===== src/rtl/window_acc_pkg.sv =====
// Shared types and width helpers for the window accumulator.
`timescale 1ns/1ps
package window_acc_pkg;

    typedef enum logic {
        IDLE  = 1'b0,
        ACCUM = 1'b1
    } state_e;

    // Width of a counter that must represent 0..length inclusive.
    function automatic int count_width(input int length);
        return $clog2(length + 1);
    endfunction

    // Default accumulator width: wide enough that length full-scale samples never wrap.
    function automatic int acc_width(input int width, input int length);
        return width + $clog2(length);
    endfunction

endpackage


===== src/rtl/window_accumulator_if.sv =====
// Stream bundle around the window accumulator. Optional overflow_o appears
// only when WINDOW_ACC_SATURATE_EN is defined.
`timescale 1ns/1ps
interface window_accumulator_if
    import window_acc_pkg::*;
#(
    parameter int WIDTH     = 8,
    parameter int ACC_WIDTH = 10,
    parameter int CNT_WIDTH = 3
) ();

    // Stream semantics: data_i is meaningful only while valid_i is high and is
    // always consumed (no backpressure); valid_o is a one-cycle pulse marking a
    // new data_o, which otherwise holds the last completed window sum.
    logic                 clear_i;
    logic [WIDTH-1:0]     data_i;
    logic                 valid_i;
    logic [ACC_WIDTH-1:0] data_o;
    logic                 valid_o;
    logic [CNT_WIDTH-1:0] count_o;
    state_e               dbg_state;
`ifdef WINDOW_ACC_SATURATE_EN
    logic                 overflow_o;
`endif

    modport master (
        output clear_i, data_i, valid_i,
`ifdef WINDOW_ACC_SATURATE_EN
        input  overflow_o,
`endif
        input  data_o, valid_o, count_o, dbg_state
    );

    modport slave (
        input  clear_i, data_i, valid_i,
`ifdef WINDOW_ACC_SATURATE_EN
        output overflow_o,
`endif
        output data_o, valid_o, count_o, dbg_state
    );

endinterface


===== src/rtl/window_accumulator.sv =====
// Sums LENGTH consecutive valid samples and pulses the result out one cycle later.
// Define WINDOW_ACC_SATURATE_EN for saturating adds plus an overflow_o flag.
`timescale 1ns/1ps
module window_accumulator
    import window_acc_pkg::*;
#(
    parameter int WIDTH     = 8,
    parameter int LENGTH    = 4,
    parameter int ACC_WIDTH = acc_width(WIDTH, LENGTH)
) (
    input logic                 clk,
    input logic                 rstn,
    window_accumulator_if.slave bus
);

    localparam int CNT_W = count_width(LENGTH);
    localparam logic [CNT_W-1:0] LAST_IDX = CNT_W'(LENGTH - 1);

    state_e               state, state_n;
    logic [ACC_WIDTH-1:0] acc, acc_n;
    logic [CNT_W-1:0]     cnt, cnt_n;
    logic [WIDTH-1:0]     sample;
    logic [ACC_WIDTH-1:0] ext;
    logic [ACC_WIDTH-1:0] sum;
    logic                 done;
    logic [ACC_WIDTH-1:0] data_q;
    logic                 valid_q;

    assign sample = bus.data_i;
    assign ext    = ACC_WIDTH'(sample);

`ifdef WINDOW_ACC_SATURATE_EN
    logic                 carry;
    logic                 ovf, ovf_n;
    logic                 ovf_q;

    // Returns {carry, result}; the result clamps to all-ones on carry-out.
    function automatic logic [ACC_WIDTH:0] sat_add(input logic [ACC_WIDTH-1:0] a,
                                                  input logic [ACC_WIDTH-1:0] b);
        logic [ACC_WIDTH:0] wide;
        wide = {1'b0, a} + {1'b0, b};
        if (wide[ACC_WIDTH]) begin
            return {1'b1, {ACC_WIDTH{1'b1}}};
        end
        return wide;
    endfunction

    assign {carry, sum} = sat_add(acc, ext);
`else
    assign sum = acc + ext;
`endif

    // Clear wins over completion; a valid sample alongside clear opens a new window.
    always_comb begin
        state_n = state;
        acc_n   = acc;
        cnt_n   = cnt;
        done    = 1'b0;
`ifdef WINDOW_ACC_SATURATE_EN
        ovf_n   = ovf;
`endif
        if (bus.clear_i) begin
            if (bus.valid_i) begin
                acc_n   = ext;
                cnt_n   = CNT_W'(1);
                state_n = ACCUM;
            end else begin
                acc_n   = '0;
                cnt_n   = '0;
                state_n = IDLE;
            end
`ifdef WINDOW_ACC_SATURATE_EN
            ovf_n = 1'b0;
`endif
        end else if (bus.valid_i) begin
            case (state)
                IDLE: begin
                    acc_n   = ext;
                    cnt_n   = CNT_W'(1);
                    state_n = ACCUM;
`ifdef WINDOW_ACC_SATURATE_EN
                    ovf_n   = 1'b0;
`endif
                end
                ACCUM: begin
                    if (cnt == LAST_IDX) begin
                        done    = 1'b1;
                        acc_n   = '0;
                        cnt_n   = '0;
                        state_n = IDLE;
`ifdef WINDOW_ACC_SATURATE_EN
                        ovf_n   = 1'b0;
`endif
                    end else begin
                        acc_n = sum;
                        cnt_n = cnt + CNT_W'(1);
`ifdef WINDOW_ACC_SATURATE_EN
                        ovf_n = ovf | carry;
`endif
                    end
                end
                default: begin
                    state_n = IDLE;
                    acc_n   = '0;
                    cnt_n   = '0;
                end
            endcase
        end
    end

    always_ff @(posedge clk) begin
        if (!rstn) begin
            state   <= IDLE;
            acc     <= '0;
            cnt     <= '0;
            data_q  <= '0;
            valid_q <= 1'b0;
        end else begin
            state   <= state_n;
            acc     <= acc_n;
            cnt     <= cnt_n;
            valid_q <= done;
            if (done) begin
                data_q <= sum;
            end
        end
    end

`ifdef WINDOW_ACC_SATURATE_EN
    always_ff @(posedge clk) begin
        if (!rstn) begin
            ovf   <= 1'b0;
            ovf_q <= 1'b0;
        end else begin
            ovf   <= ovf_n;
            ovf_q <= done & (ovf | carry);
        end
    end

    assign bus.overflow_o = ovf_q;
`endif

    assign bus.data_o    = data_q;
    assign bus.valid_o   = valid_q;
    assign bus.count_o   = cnt;
    assign bus.dbg_state = state;

endmodule


===== src/flat_wrapper.sv =====
// flat-port wrapper written by rule: the top's interface ports become plain ports
module window_accumulator_flat import window_acc_pkg::*;
#(
    parameter int WIDTH     = 8,
    parameter int LENGTH    = 4,
    parameter int ACC_WIDTH = acc_width(WIDTH, LENGTH)
)
  (clk, rstn, bus_clear_i, bus_data_i, bus_valid_i, bus_data_o, bus_valid_o, bus_count_o, bus_dbg_state);
  window_accumulator_if #(.WIDTH(WIDTH), .ACC_WIDTH(ACC_WIDTH), .CNT_WIDTH((3))) bus_i ();
  input logic clk;
  input logic rstn;
  input wire logic [$bits(bus_i.clear_i)-1:0] bus_clear_i;
  input wire logic [$bits(bus_i.data_i)-1:0] bus_data_i;
  input wire logic [$bits(bus_i.valid_i)-1:0] bus_valid_i;
  output wire logic [$bits(bus_i.data_o)-1:0] bus_data_o;
  output wire logic [$bits(bus_i.valid_o)-1:0] bus_valid_o;
  output wire logic [$bits(bus_i.count_o)-1:0] bus_count_o;
  output wire logic [$bits(bus_i.dbg_state)-1:0] bus_dbg_state;
  assign bus_i.clear_i = bus_clear_i;
  assign bus_i.data_i = bus_data_i;
  assign bus_i.valid_i = bus_valid_i;
  assign bus_data_o = bus_i.data_o;
  assign bus_valid_o = bus_i.valid_o;
  assign bus_count_o = bus_i.count_o;
  assign bus_dbg_state = bus_i.dbg_state;
  window_accumulator #(.WIDTH(WIDTH), .LENGTH(LENGTH), .ACC_WIDTH(ACC_WIDTH)) u_core (.clk(clk), .rstn(rstn), .bus(bus_i));
endmodule

===== config.mk =====
export PLATFORM = sky130hd
export DESIGN_NAME = window_accumulator_flat
export DESIGN_NICKNAME = d
export VERILOG_FILES = /design/src/rtl/window_acc_pkg.sv /design/src/rtl/window_accumulator_if.sv /design/src/rtl/window_accumulator.sv /design/src/flat_wrapper.sv
export SDC_FILE = /design/constraint.sdc
export NUM_CORES = 1
export LEC_CHECK = 0
export ABC_AREA = 1
export BUFFER_PORTS_ARGS = -buffer_cell sky130_fd_sc_hd__buf_2
export CORE_MARGIN = 3
export CORE_UTILIZATION = 25
export DETAILED_ROUTE_END_ITERATION = 10
export GPL_ROUTABILITY_DRIVEN = 0
export PLACE_DENSITY = 0.53
export SYNTH_ARGS = -nofsm -noshare
export SYNTH_HDL_FRONTEND = slang
export SYNTH_SLANG_ARGS = --single-unit

===== constraint.sdc =====
create_clock -name clk -period 1.8 [get_ports clk]
set_input_delay 0.09 -clock clk [delete_from_list [all_inputs] [get_ports clk]]
set_output_delay 0.09 -clock clk [all_outputs]
set_load 0.05 [all_outputs]

==> flow_metrics.tcl <==
set metrics [dict create \
    grt_pass1_wl_um 5761 \
    numCtsBuffers 3 \
    first_pass_iters 4 \
    switching_share 0.2894 \
    min-delay-start "bus_valid_i" \
    netlist_top_cells_area "dfxtp_1 (35%), nand2_1 (21%), ha_1 (7.9%)" \
    yosysUniqueCellTypes 20 \
    p_clk_frac 0.296 \
    startpoint "u_core.acc[0]" \
    nets 268 \
    met3_length_um 209 \
    period_minus_slack_ns 1.684 \
    cts_tree "yes" \
    cpPeakStageDelay_ns 0.35 \
    crit_path_end_kind "register" \
    combinationalPowerShare 0.195 \
    synthCells 214 \
    layout_common_cells "nand2_1 (75), buf_2 (26), dfxtp_1 (24)" \
    drv_slew 0 \
    wl_met2_um 1531 \
    yosysWarnings 0 \
    fin_ws_ns 0.1159 \
    total_power_mw 1.130 \
    first_global_vias 1231 \
    finalCritPeriodShare 0.9356 \
    diodes 0 \
    pin_count 27 \
    p_int_mw 0.8031 \
    cp_slowest_cell "dfxtp_2" \
    grt_max_degree 15 \
    cap_viol_max_count 0 \
    syn_area_um2 1423 \
    fp.dieW_um 81.44 \
    fin_skew_ns 0.001393 \
    drt_iter0_markers 54 \
    num_vias 1374 \
    dp_worst_setup_slack_ns 0.05856 \
    row_count 26 \
    cp_top_family "adder cells" \
    cts.path.max_buffers 2 \
    initial_core_util 0.2683 \
    wl_met1_um 1851 \
    cts_sinks 25 \
    worstPathCellList "ha_4 -> inv_1 -> fa_2 -> inv_1 -> nand2_1 -> nand2_2 -> nand2_1 -> xor2_1 -> o21ai_0 -> nand2_1 -> a21oi_1" \
    timing.rr.start "u_core.acc[0]" \
    syn_avg_cell_area_um2 6.648 \
    path_buf_inv 2 \
    fmaxAchievable_mhz 593.8 \
    startpoint_type "register" \
    setup_violations 0 \
    avgRoutedWirePerCell_um 11.51 \
    critPathMaxFanout 2 \
    p_per_area_nw_per_um2 653.1 \
    postRouteAntennaNets 0 \
    vdd_drop_max_uv 246.1 \
    slew_headroom 0.6791 \
    grt_overflow 0 \
    cts_max_level 1 \
    finalHoldViolCount 0 \
    post-route-drc-count 0 \
    finalWirelength_um 3627 \
    clkTransAtPathRegs_ns 0.09 \
    area_growth_pct 21.64 \
    cp_common_cell "nand2_1" \
    fillCellCount 576 \
    tightest_slew_ns 0.4808 \
    crit_required_ns 2.01 \
    coreArea_um2 5303 \
    postCtsHoldBufs 0 \
    clock_latency_ns 0.27 \
    drt-vias-per-instance 4.362 \
    hpwl_um 2832 \
    status "finished, final reports clean" \
    cts_root_buf "clkbuf_8" \
    ys_seq_area_frac 0.3518 \
    synth_seq_cells 25 \
    top_layer_used "met4" \
    fp.dieH_um 81.44 \
    leakage_nw 0.8834 \
    hold_path.class "input port to register" \
    r2r_slack_ns 0.12 \
    io_buffers 26 \
    drive_gt1_frac 0.1878 \
    synth_nets 236 \
    antenna_found_initial 0 \
    fin_hold_ws_ns 0.1690 \
    synth_top_area_cell "dfxtp_1" \
    yosysTopAreaCellShare 0.3518 \
    final_common_cell "nand2_1" \
    p_sw_mw 0.3271 \
    track_usage 0.1139 \
    criticalPathCategory "register to register" \
    die_area_um2 6632 \
    sequentialPowerShare 0.509 \
    cp.arrival_ns 1.89 \
]
power by group through the flow:
| stage | Combinational, mW | Sequential [mW] | Clock (mW) |
|---|---|---|---|
| after global placement | 0.212 | 0.587 | 0 |
| after detailed placement | 0.212 | 0.588 | 0 |
| after CTS | 0.213 | 0.575 | 0.358 |
| after global routing | 0.250 | 0.577 | 0.378 |
| after floorplan | 0.143 | 0.597 | 0 |
| final | 0.220 | 0.576 | 0.334 |
per-stage QoR:
| step | instances | TNS [ns] | instance area [um^2] | util |
|---|---|---|---|---|
| final | 315 | 0 | 1730 | 0.3263 |
| after global placement | 310 | 0 | 1645 | 0.3103 |
| after detailed placement | 310 | 0 | 1645 | 0.3103 |
| after floorplan | 214 | 0 | 1423 | - |
| after global routing | 315 | -0.05130 | 1730 | 0.3263 |
| after CTS | 314 | 0 | 1692 | 0.3190 |
path summary, 6_finish.rpt:
| check | to | cells past startpoint |
|---|---|---|
| max | u_core.acc[4] | 11 |
| min | u_core.acc[0] | 3 |
| max reg2reg | u_core.acc[4] | 11 |
| min reg2reg | u_core.bus.data_o[9] | 2 |
logic make-up after synthesis:
group / after synthesis / share of synthesized area
buffers and inverters: 27 / 0.07827
adder cells (fa/ha/maj): 10 / 0.09323
AO/OA/AOI/OAI: 28 / 0.1011
XOR/XNOR: 2 / 0.01232
AND/OR/NAND/NOR: 122 / 0.3632
flip-flops: 25 / 0.3518
layout make-up:
| type | count | area [um^2] | area share |
|---|---|---|---|
| multi-input cells | 162 | 840.8 | 0.4859 |
| clock inverters | 1 | 5.005 | 0.002892 |
| repair buffers | 31 | 167.7 | 0.09689 |
| well taps | 70 | 87.58 | 0.05061 |
| inverters | 23 | 86.33 | 0.04989 |
| flip-flops and latches | 25 | 501.7 | 0.2899 |
| clock buffers | 3 | 41.29 | 0.02386 |
per-layer routing:
layer,GRT usage,up-vias
met1,0.1612,597
met3,0.02632,4
met2,0.1726,29
met4,0.03041,0
met5,0,-
li1,-,744
repair_timing:
| item | in CTS | in global routing |
|---|---|---|
| setup endpoints to repair | 0 | 10 |
| buffers inserted | 0 | 1 |
| hold endpoints to repair | 0 | 0 |
| resized for setup | 0 | 9 |
worst register-to-register path, stage by stage, from the launching register on:
cell and delay, ns:
dfxtp_2 0.35, ha_4 0.12, inv_1 0.05, fa_2 0.35, inv_1 0.07, nand2_1 0.06, nand2_2 0.08, nand2_1 0.06
xor2_1 0.16, o21ai_0 0.15, nand2_1 0.06, a21oi_1 0.11
sequential cells by signal, indices dropped and copies added (netlist names):
register and count:
u_core.bus.valid_o 1, u_core.bus.data_o 10, u_core.bus.dbg_state 1, u_core.bus.count_o 3
u_core.acc 10
synthesized netlist by cell type, drive strengths merged:
cell	number
inv	23
and2	1
ha	9
clkbuf	1
xor2	2
o21a	1
or2	3
fa	1
o21ai	9
nand2	78
nor2	19
nand3	17
a21oi	17
nand3b	4
o22ai	1
buf	3
dfxtp	25
Note: power is estimated with default switching activity, not from simulation.
